<file path="src/rtl/rom_wave_reader_if.sv">
// Control, ROM read port and sample stream of the wavetable reader, bundled.
// The reader drives the ROM side and the sample stream through "master".
interface rom_wave_reader_if #(
    parameter int WIDTH   = 32,
    parameter int DEPTH   = 64,
    parameter int PHASE_W = 16
);
    localparam int AW = $clog2(DEPTH);

    logic               start;
    logic               stop;
    logic [PHASE_W-1:0] step;
    logic               rom_en;
    logic [AW-1:0]      rom_addr;
    logic [WIDTH-1:0]   rom_data;
    logic [WIDTH-1:0]   sample;
    logic               sample_valid;
    logic               sample_ready;
    logic               busy;
    logic               wrap;

    modport master (
        input  start, stop, step, rom_data, sample_ready,
        output rom_en, rom_addr, sample, sample_valid, busy, wrap
    );

    modport slave (
        output start, stop, step, rom_data, sample_ready,
        input  rom_en, rom_addr, sample, sample_valid, busy, wrap
    );
endinterface

</file>
<file path="src/rtl/rom_wave_reader.sv">
// Phase-accumulator wavetable reader: walks a 1-cycle-latency ROM by a latched
// step and streams the read data through a 2-entry FIFO with valid/ready.
module rom_wave_reader #(
    parameter int WIDTH   = 32,
    parameter int DEPTH   = 64,
    parameter int PHASE_W = 16
) (
    input  logic               clk,
    input  logic               rst,
    rom_wave_reader_if.master  bus
);
    localparam int AW = $clog2(DEPTH);

    typedef enum logic [1:0] {IDLE, RUN, DRAIN} state_t;

    state_t             state_reg;
    logic [PHASE_W-1:0] phase_reg;
    logic [PHASE_W-1:0] step_reg;
    logic               inflight_reg;
    logic               wrap_reg;
    logic [WIDTH-1:0]   fifo_mem_reg [2];
    logic               wr_ptr_reg;
    logic               rd_ptr_reg;
    logic [1:0]         count_reg;

    logic               pop;
    logic               push;
    logic               issue;
    logic [PHASE_W:0]   phase_sum;

    assign pop  = (count_reg != 2'd0) && bus.sample_ready;
    assign push = inflight_reg;

    // Never let buffered plus outstanding data exceed the two FIFO slots.
    assign issue = !rst && (state_reg == RUN) && !bus.stop &&
                   (({1'b0, count_reg} + {2'b00, inflight_reg}) < (3'd2 + {2'b00, pop}));

    assign phase_sum = {1'b0, phase_reg} + {1'b0, step_reg};

    assign bus.rom_en       = issue;
    assign bus.rom_addr     = phase_reg[PHASE_W-1 -: AW];
    assign bus.sample_valid = (count_reg != 2'd0);
    assign bus.sample       = (count_reg != 2'd0) ? fifo_mem_reg[rd_ptr_reg] : '0;
    assign bus.busy         = (state_reg != IDLE);
    assign bus.wrap         = wrap_reg;

    always_ff @(posedge clk) begin
        if (rst) begin
            state_reg    <= IDLE;
            phase_reg    <= '0;
            step_reg     <= '0;
            inflight_reg <= 1'b0;
            wrap_reg     <= 1'b0;
            wr_ptr_reg   <= 1'b0;
            rd_ptr_reg   <= 1'b0;
            count_reg    <= 2'd0;
        end else begin
            inflight_reg <= issue;
            wrap_reg     <= issue & phase_sum[PHASE_W];
            if (issue) begin
                phase_reg <= phase_sum[PHASE_W-1:0];
            end

            if (push) begin
                wr_ptr_reg <= ~wr_ptr_reg;
            end
            if (pop) begin
                rd_ptr_reg <= ~rd_ptr_reg;
            end
            count_reg <= count_reg + {1'b0, push} - {1'b0, pop};

            case (state_reg)
                IDLE: begin
                    if (bus.start && !bus.stop) begin
                        state_reg <= RUN;
                        phase_reg <= '0;
                        step_reg  <= bus.step;
                    end
                end
                RUN: begin
                    if (bus.stop) begin
                        state_reg <= DRAIN;
                    end
                end
                DRAIN: begin
                    if (!inflight_reg && (count_reg == 2'd0)) begin
                        state_reg <= IDLE;
                    end
                end
                default: state_reg <= IDLE;
            endcase
        end
    end

    // ROM data arrives the cycle after the read, so capture is keyed on inflight.
    for (genvar gi = 0; gi < 2; gi++) begin : g_fifo
        always_ff @(posedge clk) begin
            if (rst) begin
                fifo_mem_reg[gi] <= '0;
            end else if (push && (wr_ptr_reg == 1'(gi))) begin
                fifo_mem_reg[gi] <= bus.rom_data;
            end
        end
    end
endmodule

</file>
<file path="src/flat_wrapper.sv">
// flat-port wrapper written by rule: the top's interface ports become plain ports
module rom_wave_reader_flat 
#(
    parameter int WIDTH   = 32,
    parameter int DEPTH   = 64,
    parameter int PHASE_W = 16
)
  (clk, rst, bus_start, bus_stop, bus_step, bus_rom_data, bus_sample_ready, bus_rom_en, bus_rom_addr, bus_sample, bus_sample_valid, bus_busy, bus_wrap);
  rom_wave_reader_if #(.WIDTH(WIDTH), .DEPTH(DEPTH), .PHASE_W(PHASE_W)) bus_i ();
  input  logic clk;
  input  logic rst;
  input wire logic [$bits(bus_i.start)-1:0] bus_start;
  input wire logic [$bits(bus_i.stop)-1:0] bus_stop;
  input wire logic [$bits(bus_i.step)-1:0] bus_step;
  input wire logic [$bits(bus_i.rom_data)-1:0] bus_rom_data;
  input wire logic [$bits(bus_i.sample_ready)-1:0] bus_sample_ready;
  output wire logic [$bits(bus_i.rom_en)-1:0] bus_rom_en;
  output wire logic [$bits(bus_i.rom_addr)-1:0] bus_rom_addr;
  output wire logic [$bits(bus_i.sample)-1:0] bus_sample;
  output wire logic [$bits(bus_i.sample_valid)-1:0] bus_sample_valid;
  output wire logic [$bits(bus_i.busy)-1:0] bus_busy;
  output wire logic [$bits(bus_i.wrap)-1:0] bus_wrap;
  assign bus_i.start = bus_start;
  assign bus_i.stop = bus_stop;
  assign bus_i.step = bus_step;
  assign bus_i.rom_data = bus_rom_data;
  assign bus_i.sample_ready = bus_sample_ready;
  assign bus_rom_en = bus_i.rom_en;
  assign bus_rom_addr = bus_i.rom_addr;
  assign bus_sample = bus_i.sample;
  assign bus_sample_valid = bus_i.sample_valid;
  assign bus_busy = bus_i.busy;
  assign bus_wrap = bus_i.wrap;
  rom_wave_reader #(.WIDTH(WIDTH), .DEPTH(DEPTH), .PHASE_W(PHASE_W)) u_core (.clk(clk), .rst(rst), .bus(bus_i));
endmodule
</file>
<file path="config.mk">
export PLATFORM = sky130hd
export DESIGN_NAME = rom_wave_reader_flat
export DESIGN_NICKNAME = d
export VERILOG_FILES = /design/src/rtl/rom_wave_reader_if.sv /design/src/rtl/rom_wave_reader.sv /design/src/flat_wrapper.sv
export SDC_FILE = /design/constraint.sdc
export NUM_CORES = 1
export LEC_CHECK = 0
export CAP_MARGIN = 20
export CORE_MARGIN = 2
export CORE_UTILIZATION = 30
export CTS_CLUSTER_SIZE = 28
export DETAILED_ROUTE_END_ITERATION = 12
export DONT_BUFFER_PORTS = 1
export GPL_ROUTABILITY_DRIVEN = 0
export GPL_TIMING_DRIVEN = 0
export HOLD_SLACK_MARGIN = 0.02
export SYNTH_ARGS = -nofsm -noshare
export SYNTH_HDL_FRONTEND = slang
export SYNTH_SLANG_ARGS = --single-unit
</file>
<file path="constraint.sdc">
create_clock -name clk -period 2.6 [get_ports clk]
set_clock_uncertainty 0.05 [all_clocks]
set_input_delay 0.52 -clock clk [delete_from_list [all_inputs] [get_ports clk]]
set_output_delay 0.52 -clock clk [all_outputs]
set_load 0.01 [all_outputs]
</file>
# After elaboration in Yosys (flattened, before gate mapping)
# Memory sizes are Yosys's and may differ from the RTL's. A register that Yosys moved wholly into a read port is not among the register bits.
# Index checks and enable logic that the tools add are counted.
dict set report totals {
  elab_cells 62
  memories 1
  regBits 40
  output_inout_bits 42
  input_bits 53
  ram_bits 64
}
dict set report classes {
  n_mux 20
  reduce_logical 17
  add_sub_neg 5
  bitwise 5
  n_lt_le_gt_ge 1
  n_eq_ne 5
}
# memory depth width read_ports rd_ports_with_merged_regs wr line_no
set memory_table {}
lappend memory_table {u_core.fifo_mem_reg 2 32 1 1 2 rom_wave_reader.sv:21} ;# logic [WIDTH-1:0] fifo_mem_reg [2];
# cell n
set ops {}
lappend ops {{32-bit 2-to-1 mux} 3}
lappend ops {{16-bit 2-to-1 mux} 3}
lappend ops {{16-bit by 16-bit adder with 17-bit output} 1}
lappend ops {{1-bit 2-to-1 mux} 10}
lappend ops {{1-bit logical AND} 8}
lappend ops {{2-bit 2-to-1 mux} 3}
lappend ops {{2-bit case mux with 3 select lines} 1}
lappend ops {{2-bit zero test} 2}
lappend ops {{2-bit by 1-bit != test with 1-bit output (second input constant)} 2}
lappend ops {{2-bit nonzero test} 2}
lappend ops {{2-bit by 1-bit adder with 3-bit output} 1}
lappend ops {{2-bit by 1-bit adder with 3-bit output (first input constant)} 1}
lappend ops {{1-bit zero test} 3}
lappend ops {{3-bit less-than comparator} 1}
lappend ops {{3-bit AND reduction} 1}
lappend ops {{2-bit by 1-bit adder with 2-bit output} 1}
lappend ops {{2-bit by 1-bit == test with 1-bit output (second input constant)} 1}
lappend ops {{2-bit == test (second input constant)} 1}
lappend ops {{2-bit != test (second input constant)} 1}
lappend ops {{1-bit NOT} 2}
lappend ops {{1-bit OR} 2}
lappend ops {{2-bit AND reduction} 1}
lappend ops {{2-bit by 1-bit subtractor with 2-bit output} 1}
lappend ops {{1-bit bitwise AND} 1}

# Longest topological paths before layout
dict set report logic_depth {
  word_depth 8
  mapped_depth 8
  ltp_nobuf 8
}

# Least setup slack after synthesis
# Ideal clock, no wire load.
dict set report synth_timing {
  path_kind {register to register}
  startpoint {reg u_core.step_reg[0]}
  endpoint {reg u_core.phase_reg[14]}
  period_less_slack_ns 1.951
  t_required_ns 2.425
  t_arrival_ns 1.777
  setup_slack_ns 0.649
  setup_time_ns 0.125
  n_path_buf 0
  path_stages_with_launch 9
  path_cell_list {dfxtp_1 ha_1 fa_1 a21oi_1 o21ai_1 o21ai_2 a2bb2oi_1 or3_1 nand3_1}
}
dict set report synth_between {
  elab_chain_cells 4
}
# element line_no
set synth_lines {}
lappend synth_lines {{start: declaration} rom_wave_reader.sv:18} ;# logic [PHASE_W-1:0] step_reg;
lappend synth_lines {{start signal: assignment} rom_wave_reader.sv:77} ;# step_reg <= bus.step;
lappend synth_lines {{16-bit by 16-bit adder with 17-bit output *} rom_wave_reader.sv:38} ;# assign phase_sum = {1'b0, phase_reg} + {1'b0, step_reg};
lappend synth_lines {{16-bit 2-to-1 mux *} rom_wave_reader.sv:60} ;# if (issue) begin
lappend synth_lines {{16-bit 2-to-1 mux} rom_wave_reader.sv:74} ;# if (bus.start && !bus.stop) begin
lappend synth_lines {{16-bit 2-to-1 mux *} rom_wave_reader.sv:72} ;# case (state_reg)
lappend synth_lines {{end signal: assignment} rom_wave_reader.sv:61} ;# phase_reg <= phase_sum[PHASE_W-1:0];
lappend synth_lines {{end: declaration} rom_wave_reader.sv:17} ;# logic [PHASE_W-1:0] phase_reg;
# Every way passes the cells marked *; elsewhere a longest branch is shown, timed or not.
# A chain may end at the register's enable or synchronous reset.

# Final worst setup path
dict set report layout_timing {
  startpoint {reg u_core.count_reg[1]}
  endpoint {out bus_sample[23]}
}
dict set report layout_between {
  elab_chain_cells 2
}
# element line_no
set layout_lines {}
lappend layout_lines {{start: declaration} rom_wave_reader.sv:24} ;# logic [1:0] count_reg;
lappend layout_lines {{start signal: assignment} rom_wave_reader.sv:70} ;# count_reg <= count_reg + {1'b0, push} - {1'b0, pop};
lappend layout_lines {{2-bit nonzero test} rom_wave_reader.sv:43} ;# assign bus.sample = (count_reg != 2'd0) ? fifo_mem_reg[rd_ptr_reg] : '0;
lappend layout_lines {{32-bit 2-to-1 mux} rom_wave_reader.sv:43}
lappend layout_lines {{end: declaration} flat_wrapper.sv:19} ;# output wire logic [$bits(bus_i.sample)-1:0] bus_sample;
# Every way passes these cells.

==> results.md <==
- Most common cell after layout, fill and taps aside: and2_1
- Clock slew at reported path FFs: 0.07 ns
- Syn avg cell area: 10.5 um2
- Vias per cell: 4.79
- Hold Path Class: primary input to flop
- Total of max-cap violations: 0
- Dpl hpwl: 8440 um
- Maximum VDD drop: 0.420 mV
- Layout cell share with drive strength beyond 1: 9.61%
- Area Growth Syn to Fin: 12.3%
- Fin util: 34.7%
- Crit path required time: 2.03 ns
- Worst setup SP type: flop
- Worst hold slack: 0.230 ns
- Synth warnings: 0
- ANT nets after route: 0
- Post-synth EDFFs: 64
- Setup TNS: 0 ns
- RSZ-0062 raised after global routing: false
- Outcome: complete, no violations
- Synth Cell Area: 5160 um2
- Final setup viols: 0
- Antenna fix cells: 0
- Post-synth cell types: 50
- Initial antenna violation count: 1
- CP Class: flop to output port
- Pleak: 2.16 nW
- Max reg flops: 64
- FF+latch count, synth: 105
- CTS H-tree lvls: 3
- Gr ovfl total: 0
- Number of detailed-route iterations in the first pass: 4
- DR iter-0 viols: 259
- Sink Count: 105
- Most frequent cells in the layout: and2_1, edfxtp_1, nand2_1, nor2_1, dfxtp_1
- Die extent in x: 135 um
- Root Driver: clkbuf_16
- Global-route wire length before repair: 18,300 um
- Ports: 95
- Buffers added on ports: 0
- DRC Markers: 0
- Core Region: 16,700 um2
- Wirelength per Cell: 15.8 um
- Largest net degree at the start of global routing: 21
- Slew Viols, Final: 0
- Crit path capture type: output port
- Inst Count DP: 713
- Arrival time at the worst endpoint: 1.83 ns
- Row Count: 47
- Final Cycle Share: 92.4%
- Pwr Density: 728 nW/um2
- CTS Buf Count: 9
- Routed wire length: 11,500 um
- Slew Limit Headroom: 37.3%
- DR vias: 3,496
- Final Hold Fails: 0
- CTS max path bufs: 2
- CTS tree: yes
- Clk_lat worst skew: 0.35 ns
- Hold Buf Count CTS: 0
- Primary FF master, synth: edfxtp_1
- Post-Syn Instances: 491
- Die height: 135 um
- Fillers: 1,696
- Starting density of the core: 30.9%
- Nets: 580
- Number of global-route vias before repair: 3,537
- Die area: 18,300 um2
- Max Freq: 416 MHz
- Post-Synthesis Net Count: 565
- Ys async rst share: 0%
- Total GRT Usage: 13.0%
- Total power: 4.22 mW
- Crit-path max FO: 10
- Final non-filler cell total: 730
- Slew @ Worst Pin: 0.940 ns
- Seq/Total Area, Yosys: 53.1%
- Min Tclk post-route: 2.40 ns
==> layer usage <==
metal / global-route usage (%) / vias to the layer above / part of all wire, %
met1: 15.3 / 1673 / 41
met3: 4.26 / 17 / 7.0
met5: 0 / - / 0
li1: - / 1718 / -
met4: 5.79 / 0 / 2.1
met2: 21.8 / 88 / 49
==> final cells by class <==
class	instances	area, um2	share of cell area (%)
Buffer	33	171	2.96
Tap cell	220	275	4.75
Inverter	11	41.3	0.712
Sequential cell	105	2740	47.3
Timing Repair Buffer	4	57.6	0.992
Multi-Input combinational cell	342	2210	38.1
Clock buffer	9	225	3.88
Clock inverter	6	78.8	1.36
==> critical path: stages, from the launching register on <==
cell and delay (ns):
dfxtp_1 0.35, nor2_1 0.49, clkbuf_1 0.44, nor2_1 0.20
==> where the power goes <==
group          switching (mW)  internal (mW)
clock network           0.631          0.755
registers              0.0474           1.85
logic                   0.634          0.303
==> worst paths after layout <==
| check | slack, ns | startpoint | depth (start not counted) | endpoint |
|---|---|---|---|---|
| max | 0.20 | u_core.count_reg[1] | 3 | bus_sample[23] |
| min | 0.23 | bus_start | 1 | u_core.state_reg[0] |
| max reg2reg | 0.35 | u_core.step_reg[0] | 8 | u_core.phase_reg[14] |
| min reg2reg | 0.41 | u_core.phase_reg[5] | 2 | u_core.phase_reg[5] |
==> per-stage QoR <==
stage | setup WS (ns) | area (um2)
2_1_floorplan | 0.649 | 5160
3_3_place_gp | 0.0744 | 5440
3_5_place_dp | 0.274 | 5480
4_1_cts | 0.121 | 5800
5_1_grt | 0.00422 | 5800
6_report | 0.197 | 5800
==> cell usage after synthesis, types with 2 or more instances <==
cell type / n / area share [%]
ha_1: 20 / 4.8
clkbuf_1: 13 / 0.95
o21bai_1: 2 / 0.29
nand3_1: 13 / 1.3
o21ai_0: 12 / 1.2
nor2_1: 46 / 3.3
buf_4: 7 / 1.0
nor3_1: 3 / 0.29
a21oi_2: 2 / 0.34
o21a_1: 2 / 0.29
dfxtp_1: 41 / 16
edfxtp_1: 64 / 37
a21oi_1: 37 / 3.6
nand4b_1: 2 / 0.34
a211oi_1: 2 / 0.29
xnor2_1: 11 / 1.9
and2_1: 65 / 7.9
buf_2: 9 / 0.87
a21o_1: 7 / 1.0
inv_1: 10 / 0.73
mux2i_1: 32 / 6.2
clkbuf_2: 2 / 0.19
a31oi_1: 3 / 0.36
nand4_1: 2 / 0.24
nand2_1: 51 / 3.7
xor2_1: 4 / 0.68
o21ai_1: 6 / 0.58
==> repair_timing <==
action	CTS	global route
setup endpoints to repair	1	0
resized for setup	0	0
buffers inserted	2	0
==> logic make-up after synthesis <==
logic type | Yosys count | synth area share [%]
buf+inv | 44 | 4.12
simple gates | 192 | 18.8
flops | 105 | 53.1
xor+xnor | 16 | 2.86
fa+ha+maj | 21 | 5.24
mux | 32 | 6.20
compound gates | 81 | 9.65
Note: power is estimated with default switching activity, not from simulation.
